## config.mk

```make
export PLATFORM = sky130hd
export DESIGN_NAME = nonce_result_buf
export DESIGN_NICKNAME = d
export VERILOG_FILES = /design/src/rtl/mining_pkg.sv /design/src/rtl/nonce_fifo.sv /design/src/rtl/nonce_result_buf.sv
export SDC_FILE = /design/constraint.sdc
export NUM_CORES = 1
export LEC_CHECK = 0
export BUFFER_PORTS_ARGS = -buffer_cell sky130_fd_sc_hd__buf_2
export CORE_MARGIN = 1
export CORE_UTILIZATION = 45
export CTS_CLUSTER_SIZE = 40
export DETAILED_ROUTE_END_ITERATION = 12
export PLACE_DENSITY_LB_ADDON = 0.3
export SLEW_MARGIN = 20
export SYNTH_ARGS = -nofsm -noshare
export SYNTH_HDL_FRONTEND = slang
export SYNTH_HIERARCHICAL = 1
export SYNTH_SLANG_ARGS = --single-unit
```

## constraint.sdc

```tcl
create_clock -name clk -period 2.55 [get_ports clk]
set_input_delay 0.1275 -clock clk [delete_from_list [all_inputs] [get_ports clk]]
set_output_delay 0.1275 -clock clk [all_outputs]
set_load 0.02 [all_outputs]
```

## src/rtl/mining_pkg.sv

```systemverilog
// ============================================================================
// Module   : mining_pkg
// Purpose  : Shared constants for the mining result path: the mark_counter
//            status encoding seen by the interrupt generator and the default
//            nonce width.
// Revision : 1.0  initial release
// ============================================================================
`default_nettype none

package mining_pkg;

    // Default nonce width in bits
    localparam int NW_DEFAULT = 32;

    // mark_counter codes; the irq stage stays quiet only on MARK_IDLE
    localparam logic [1:0] MARK_IDLE = 2'b10;
    localparam logic [1:0] MARK_PEND = 2'b00;
    localparam logic [1:0] MARK_OVF  = 2'b01;
    localparam logic [1:0] MARK_RSVD = 2'b11;

endpackage

`default_nettype wire

```

## src/rtl/nonce_fifo.sv

```systemverilog
// ============================================================================
// Module   : nonce_fifo
// Purpose  : DEPTH x NW nonce storage with read/write pointers and an
//            occupancy counter. Push and pop requests are qualified here.
//            Both acknowledges are combinational so the parent can track
//            what was actually accepted. Flush overrides everything.
// Revision : 1.0  initial release
// ============================================================================
`default_nettype none

module nonce_fifo #(
    parameter int DEPTH  = 4,
    parameter int ADDR_W = 2,
    parameter int NW     = 32
) (
    input  logic              clk,
    input  logic              reset_n,
    input  logic              push,
    input  logic [NW-1:0]     wr_data,
    input  logic              pop,
    input  logic              flush,
    output logic              push_ack,
    output logic              pop_ack,
    output logic              rd_valid,
    output logic [NW-1:0]     rd_data,
    output logic [ADDR_W:0]   cnt,
    output logic              full,
    output logic              empty
);

    localparam logic [ADDR_W:0]   FULL_CNT = (ADDR_W + 1)'(DEPTH);
    localparam logic [ADDR_W:0]   CNT_ONE  = (ADDR_W + 1)'(1);
    localparam logic [ADDR_W-1:0] PTR_ONE  = ADDR_W'(1);

    logic [NW-1:0]     mem [DEPTH];
    logic [ADDR_W-1:0] wr_ptr;
    logic [ADDR_W-1:0] rd_ptr;

    assign full  = (cnt == FULL_CNT);
    assign empty = (cnt == '0);

    // A push into a full FIFO is still legal when the same cycle pops
    assign pop_ack  = pop & ~empty & ~flush;
    assign push_ack = push & (~full | pop_ack) & ~flush;

    // Storage write; contents are deliberately left intact on reset and flush
    always_ff @(posedge clk) begin
        if (push_ack) begin
            mem[wr_ptr] <= wr_data;
        end
    end

    // Pointers, occupancy and the registered read port
    always_ff @(posedge clk or negedge reset_n) begin
        if (!reset_n) begin
            wr_ptr   <= '0;
            rd_ptr   <= '0;
            cnt      <= '0;
            rd_valid <= 1'b0;
            rd_data  <= '0;
        end else if (flush) begin
            wr_ptr   <= '0;
            rd_ptr   <= '0;
            cnt      <= '0;
            rd_valid <= 1'b0;
        end else begin
            rd_valid <= pop_ack;
            if (pop_ack) begin
                rd_data <= mem[rd_ptr];
                rd_ptr  <= rd_ptr + PTR_ONE;
            end
            if (push_ack) begin
                wr_ptr <= wr_ptr + PTR_ONE;
            end
            case ({push_ack, pop_ack})
                2'b10:   cnt <= cnt + CNT_ONE;
                2'b01:   cnt <= cnt - CNT_ONE;
                default: cnt <= cnt;
            endcase
        end
    end

endmodule

`default_nettype wire

```

## src/rtl/nonce_result_buf.sv

```systemverilog
// ============================================================================
// Module   : nonce_result_buf
// Purpose  : Buffers golden-nonce hits for host readout. Holds the sticky
//            overflow flag and drives the mark_counter status FSM read by
//            the interrupt generator (irq is raised on any code but IDLE).
// Config   : NONCE_DEDUP_EN - when defined, a hit equal to the last accepted
//            nonce is silently discarded.
// Revision : 1.0  initial release
// ============================================================================
`default_nettype none

module nonce_result_buf
    import mining_pkg::*;
#(
    parameter int DEPTH  = 4,
    parameter int ADDR_W = 2,
    parameter int NW     = NW_DEFAULT
) (
    input  logic              clk,
    input  logic              reset_n,
    input  logic              hit_valid,
    input  logic [NW-1:0]     hit_nonce,
    input  logic              rd_req,
    input  logic              clr,
    output logic              rd_valid,
    output logic [NW-1:0]     rd_data,
    output logic [ADDR_W:0]   cnt,
    output logic              ovf,
    output logic [1:0]        mark_counter
);

    localparam logic [ADDR_W:0] CNT_ONE = (ADDR_W + 1)'(1);

    logic       dup;
    logic       hit_eff;
    logic       push_ack;
    logic       pop_ack;
    logic       full;
    logic       empty;
    logic       drop;
    logic [1:0] state;
    logic [1:0] state_nxt;

`ifdef NONCE_DEDUP_EN
    logic [NW-1:0] last_nonce;
    logic          last_vld;

    assign dup = last_vld & (hit_nonce == last_nonce);

    // Remember the most recently accepted nonce for repeat suppression
    always_ff @(posedge clk or negedge reset_n) begin
        if (!reset_n) begin
            last_nonce <= '0;
            last_vld   <= 1'b0;
        end else if (clr) begin
            last_nonce <= '0;
            last_vld   <= 1'b0;
        end else if (push_ack) begin
            last_nonce <= hit_nonce;
            last_vld   <= 1'b1;
        end
    end
`else
    assign dup = 1'b0;
`endif

    assign hit_eff = hit_valid & ~dup;

    // A hit is lost only when the FIFO is full and no pop frees a slot
    assign drop = hit_eff & full & ~rd_req & ~clr;

    nonce_fifo #(
        .DEPTH  (DEPTH),
        .ADDR_W (ADDR_W),
        .NW     (NW)
    ) u_fifo (
        .clk      (clk),
        .reset_n  (reset_n),
        .push     (hit_eff),
        .wr_data  (hit_nonce),
        .pop      (rd_req),
        .flush    (clr),
        .push_ack (push_ack),
        .pop_ack  (pop_ack),
        .rd_valid (rd_valid),
        .rd_data  (rd_data),
        .cnt      (cnt),
        .full     (full),
        .empty    (empty)
    );

    // Sticky overflow flag; draining does not clear it, only clr does
    always_ff @(posedge clk or negedge reset_n) begin
        if (!reset_n) begin
            ovf <= 1'b0;
        end else if (clr) begin
            ovf <= 1'b0;
        end else if (drop) begin
            ovf <= 1'b1;
        end
    end

    // Status FSM state register
    always_ff @(posedge clk or negedge reset_n) begin
        if (!reset_n) begin
            state <= MARK_IDLE;
        end else begin
            state <= state_nxt;
        end
    end

    // Status FSM next state: clr wins, then a dropped hit, then occupancy
    always_comb begin
        state_nxt = state;
        if (clr) begin
            state_nxt = MARK_IDLE;
        end else if (drop) begin
            state_nxt = MARK_OVF;
        end else begin
            case (state)
                MARK_IDLE: begin
                    // Non-empty while IDLE cannot normally occur; treat it as pending
                    if (push_ack || !empty) begin
                        state_nxt = MARK_PEND;
                    end
                end
                MARK_PEND: begin
                    if (pop_ack && !push_ack && (cnt == CNT_ONE)) begin
                        state_nxt = MARK_IDLE;
                    end
                end
                MARK_OVF: begin
                    state_nxt = MARK_OVF;
                end
                default: begin
                    state_nxt = MARK_IDLE;
                end
            endcase
        end
    end

    // Status output; the reserved code is never driven
    always_comb begin
        mark_counter = MARK_IDLE;
        case (state)
            MARK_PEND: mark_counter = MARK_PEND;
            MARK_OVF:  mark_counter = MARK_OVF;
            default:   mark_counter = MARK_IDLE;
        endcase
    end

endmodule

`default_nettype wire
```

== Word-level counts from Yosys, hierarchy flattened ==
Memories as Yosys holds them, arrays and structs flattened. A register that Yosys moved wholly into a read port is not among the register bits.
Cells that the tools add are included.
Operators by class
  $add $sub $neg: 4
  multipliers: 0
  divide/modulo/power cells: 0
  $lt $le $gt $ge: 0
  eq/ne operators: 8
  shift operators: 0
  mux-type cells: 17
  bitwise gates (word level): 12
  reductions and logical operators: 14
Operators by type and width (number)
  2-to-1 mux 2 bit: 8
  inequality test 4 bit, second input constant: 2
  AND 1 bit: 7
  one-hot mux 2 bit (3 select lines): 1
  one-hot mux 3 bit (2 select lines): 1
  nonzero test 2 bit: 3
  2-to-1 mux 1 bit: 5
  adder 2 x 1 -> 2 bit, second input constant: 2
  equality test 2 x 1 -> 1 bit, second input constant: 2
  equality test 2 bit, second input constant: 2
  NOT 1 bit: 4
  one-hot mux 2 bit (2 select lines): 1
  AND reduction 2 bit: 2
  adder 3 x 1 -> 3 bit, second input constant: 1
  equality test 3 x 1 -> 1 bit, second input constant: 1
  equality test 3 bit, second input constant: 1
  logical NOT 1 bit: 3
  logical NOT 3 bit: 1
  2-to-1 mux 3 bit: 1
  nonzero test 3 bit: 1
  subtractor 3 x 1 -> 3 bit, second input constant: 1
  logical AND 1 bit: 2
  logical NOT 2 bit: 1
  logical OR 1 bit: 1
  OR 1 bit: 1
Storage, ports and cells
  flip-flop bits (word level): 11
  latch bits: 0
  RAM bits: 128
  bits in read-only memories: 0
  input bits: 37
  output and inout port bits: 39
  logic and storage cells: 62
  memories kept: 1
Memories
  u_fifo.mem: words 4, bits a word 32, rd ports 1, clocked after memory_dff 1, wr ports 1, line nonce_fifo.sv:35  | logic [NW-1:0] mem [DEPTH];

== Logic depth before layout (Yosys ltp) ==
  depth in word-level cells: 14
  depth in mapped cells: 7
  depth with buffers taken out: 6

== By module ==
The synthesis kept the hierarchy.
By module, submodules not included
  nonce_fifo: instances 1, cells each 300, area an instance 6608.8 sq um, sequential area each 4844.6 sq um
  nonce_result_buf: instances 1, cells each 26, area an instance 239.0 sq um, sequential area each 76.3 sq um

== Worst setup path after synthesis ==
OpenSTA, ideal clock, no wires.
  kind: reg2reg
  start point: register u_fifo.cnt[0]
  end point: memory u_fifo.mem[1][0], enable pin
  library setup time: 0.392 ns
  data arrival time: 2.105 ns
  data required time: 2.158 ns
  path slack: 0.053 ns
  stages on the path, launching flop included: 5
  buffers on the path: 1
  clock period less this slack: 2.497 ns
  cells stage by stage: dfrtp_1 > buf_2 > nor4b_1 > nor3_1 > and2_1
On the way
  longest elaborated chain between the ends: 9
  elaborated cells between the ends (all ways): 11
  classes of those cells: eq/ne (1); mux (2); bitwise (7); reduce/logical (1)
RTL lines
  start, declared: line nonce_fifo.sv:26  | output logic [ADDR_W:0] cnt,
  start signal, assigned: line nonce_fifo.sv:76  | 2'b10: cnt <= cnt + CNT_ONE;
  start signal, assigned: line nonce_fifo.sv:77  | 2'b01: cnt <= cnt - CNT_ONE;
  start signal, assigned: line nonce_fifo.sv:78  | default: cnt <= cnt;
  logical NOT 3 bit: line nonce_fifo.sv:40  | assign empty = (cnt == '0);
  NOT 1 bit: line nonce_fifo.sv:43  | assign pop_ack = pop & ~empty & ~flush;
  AND 1 bit (2 in a row): line nonce_fifo.sv:43
  OR 1 bit *: line nonce_fifo.sv:44  | assign push_ack = push & (~full | pop_ack) & ~flush;
  AND 1 bit * (2 in a row): line nonce_fifo.sv:44
  via push_ack: line nonce_result_buf.sv:36  | logic push_ack;
  2-to-1 mux 1 bit *: line nonce_fifo.sv:48  | if (push_ack) begin
  2-to-1 mux 1 bit (implied by the code) *: line nonce_fifo.sv:49  | mem[wr_ptr] <= wr_data;
  end, declared: line nonce_fifo.sv:35
The timed path passes the listed nets; every way through them passes the cells marked *.

== Final worst setup path ==
  start point: register u_fifo.cnt[2]
  end point: memory u_fifo.mem[1][17], enable pin
The elaborated chain is that of the path after synthesis.

==> reports/results.ini <==
[sta]
skew_ns = 0.00544
fmax_ghz = 0.419
timing_hold_violations_final = 0
tightest_slew_ns = 0.908
period_needed_ns = 2.39
layout_setup_ws_ns = 0.164
max_slew_margin = 0.395
rsz0062_at_grt = true
setup_viol_count_final = 0
maxSlewViolCount = 0
fin_crit_sh = 0.936

[routing]
vias = 3371
post-route-drc-count = 5
drtIter0Drc = 142
viasPerCell = 5.25
wire_per_inst_um = 18.7
ant_nets = 0
first_pass_iters = 9
wl_um = 12000

[setup_path]
r2r_setup_slack_ns = 0.16
worst-path-max-fanout = 32
r2r-start = u_fifo/cnt[2]$_DFFE_PN0P_
critPathLaunchType = flip-flop
cp-end-kind = flip-flop
r2r_end = u_fifo/mem[1][17]$_DFFE_PP_
required_ns = 2.59
path_class = reg2reg
cp.arrival_ns = 2.43
reg2regPathDepth = 3

[synth]
synth-main-ff-cell = edfxtp_1
synth-compound-area-share = 0.0208
syn_area_um2 = 6850
synth-edff-count = 128
synth-seq-cells = 171
synth_area_leaders = edfxtp_1 56%, dfrtp_1 15%, mux4_1 9.2%, mux2_4 6.4%, mux4_2 2.6%
yosys.area_share.xor_xnor = 0.00512
synth_top_family_by_area = multiplexers
avgSynthCellArea_um2 = 21.0
synthDistinctLibCells = 42
synth_nets = 372
synthAdderAreaFrac = 0.0175
syn_inst = 326
ys_seq_area_frac = 0.719
synthArstFlopShare = 0.251
synth_top_cell_by_area = edfxtp_1
synth.area.mux_share = 0.187
ys_warn_count = 6
synth_top_area_share = 0.561
yosys.area_share.simple = 0.0291

[grt]
grt_first_pass_wirelength_um = 19300
grt.busiest_layer = met2
use_met1 = 0.220
antenna_found_initial = 0
grt_pass1_vias = 3641
grt-ovfl-total = 0
track_usage = 0.167
grt_max_degree = 33
use_met2 = 0.267
use_met3 = 0.0389

[outcome]
outcome = complete, but fails checks
violations = design-rule violations

[hold_path]
hold_path_depth = 2
hold_class = in2reg
hold_start = clr
hold_end = ovf$_DFFE_PN0P_

[final_layout]
drive_gt1_frac = 0.365
area_growth_pct = 21.7
mostFrequentLayoutCell = edfxtp_1
nets = 491
diodes = 0
layout_common_cells = 128 x edfxtp_1, 75 x buf_2, 40 x dfrtp_1
fillers = 1119

[floorplan]
rows = 44
core_area_um2 = 14700
ios = 76
dieWidth_um = 125
start_util = 0.466
die_h_um = 125
die_area_um2 = 15700

[clock_tree]
post-cts-setup-buffer-count = 0
clock_sinks = 171
cts_root_buf = clkbuf_16
ctsHtreeMaxLevel = 4
cts_buffers = 17
cts_tree = built
cts_buffer_depth = 2
insertion_delay_ns = 0.42
cts_resized = 0
clk_pin_slew_ns = 0.06

[placement]
finalWeightedCongestion = 0.729
dp_slack_ns = 0.152
io_buffers = 75
dp_hpwl_um = 7410

[pwr]
power.total_uw = 7750
ir_worst_vdd_mv = 0.495
leakage_uw = 0.00313
p_per_area_nw_per_um2 = 929

[flow_run]
cap_violations = 0

-- worst max-delay path by stage --
stage | from | end | slack [ns] | depth (start not counted)
5_1_grt | u_fifo/cnt[2]$_DFFE_PN0P_ | u_fifo/mem[2][26]$_DFFE_PP_ | -0.02 | 3
3_3_place_gp | u_fifo/cnt[2]$_DFFE_PN0P_ | u_fifo/mem[2][19]$_DFFE_PP_ | 0.24 | 3
2_1_floorplan | u_fifo/cnt[0]$_DFFE_PN0P_ | u_fifo/mem[1][0]$_DFFE_PP_ | 0.05 | 4
4_1_cts | u_fifo/cnt[2]$_DFFE_PN0P_ | u_fifo/mem[3][22]$_DFFE_PP_ | 0.15 | 3
3_5_place_dp | u_fifo/cnt[2]$_DFFE_PN0P_ | u_fifo/mem[2][22]$_DFFE_PP_ | 0.15 | 3
6_report | u_fifo/cnt[2]$_DFFE_PN0P_ | u_fifo/mem[1][17]$_DFFE_PP_ | 0.16 | 3
-- layer usage --
| metal | up-vias | share of wire |
|---|---|---|
| met5 | - | 0 |
| met4 | 0 | 0.015 |
| met3 | 15 | 0.036 |
| met2 | 76 | 0.49 |
| met1 | 1729 | 0.46 |
| li1 | 1551 | - |
-- cell type report --
class | count | area (um^2) | share of cell area
clock buffers | 19 | 443 | 0.0531
clock inverters | 13 | 144 | 0.0173
inverters | 6 | 22.5 | 0.00270
multi-input cells | 132 | 1790 | 0.214
flip-flops and latches | 171 | 4920 | 0.591
well taps | 184 | 230 | 0.0276
repair buffers | 117 | 786 | 0.0943
-- metrics by stage --
stage | area (um^2) | hold WS, ns | cells | TNS, ns | utilization
after floorplan | 6850 | -0.168 | 326 | 0 | -
after global placement | 7420 | 0.197 | 577 | 0 | 0.505
after detailed placement | 7420 | 0.203 | 577 | 0 | 0.505
after CTS | 8340 | 0.0488 | 642 | 0 | 0.567
after global routing | 8340 | 0.0732 | 642 | -0.968 | 0.567
final | 8340 | 0.0698 | 642 | 0 | 0.567
-- synth_stat cells, types with 3 or more instances --
library cell / count
mux2_2: 3
mux2_4: 29
inv_1: 6
ha_1: 8
buf_2: 3
mux4_2: 8
clkbuf_1: 5
nand2_1: 4
edfxtp_1: 128
nor2_1: 12
buf_6: 7
nor3_1: 3
and2_1: 5
xor2_1: 3
mux4_1: 24
dfrtp_1: 42
a21oi_1: 4
o21ai_0: 3
-- flip-flops by register name, summed over array words and instances, names as in the netlist --
signal	count
u_fifo/mem	128
u_fifo/wr_ptr	2
state	2
u_fifo/rd_ptr	2
u_fifo/rd_data	32
ovf	1
u_fifo/rd_valid	1
u_fifo/cnt	3
-- critical path: stages, from the launching register on --
cell and delay [ns]:
dfrtp_1 0.41, nor4b_1 0.19, nor3_1 0.52, and2_2 0.87
-- timing repair --
item                                    CTS  global route
hold endpoints to repair                155             0
endpoints found under the setup margin    0            98
hold buffers                             33             0
-- cell families after synthesis --
family	count (synthesis)
compound gates	18
simple gates	37
xor+xnor	4
flops	171
fa+ha+maj	9
mux	64
buf+inv	23
-- where the power goes --
group          total (uW)  internal, uW  switching, uW
clock network        2510          1470           1040
logic                1680           829            850
registers            3560          3350            207
No activity file was read; power rests on OpenSTA's default activity.
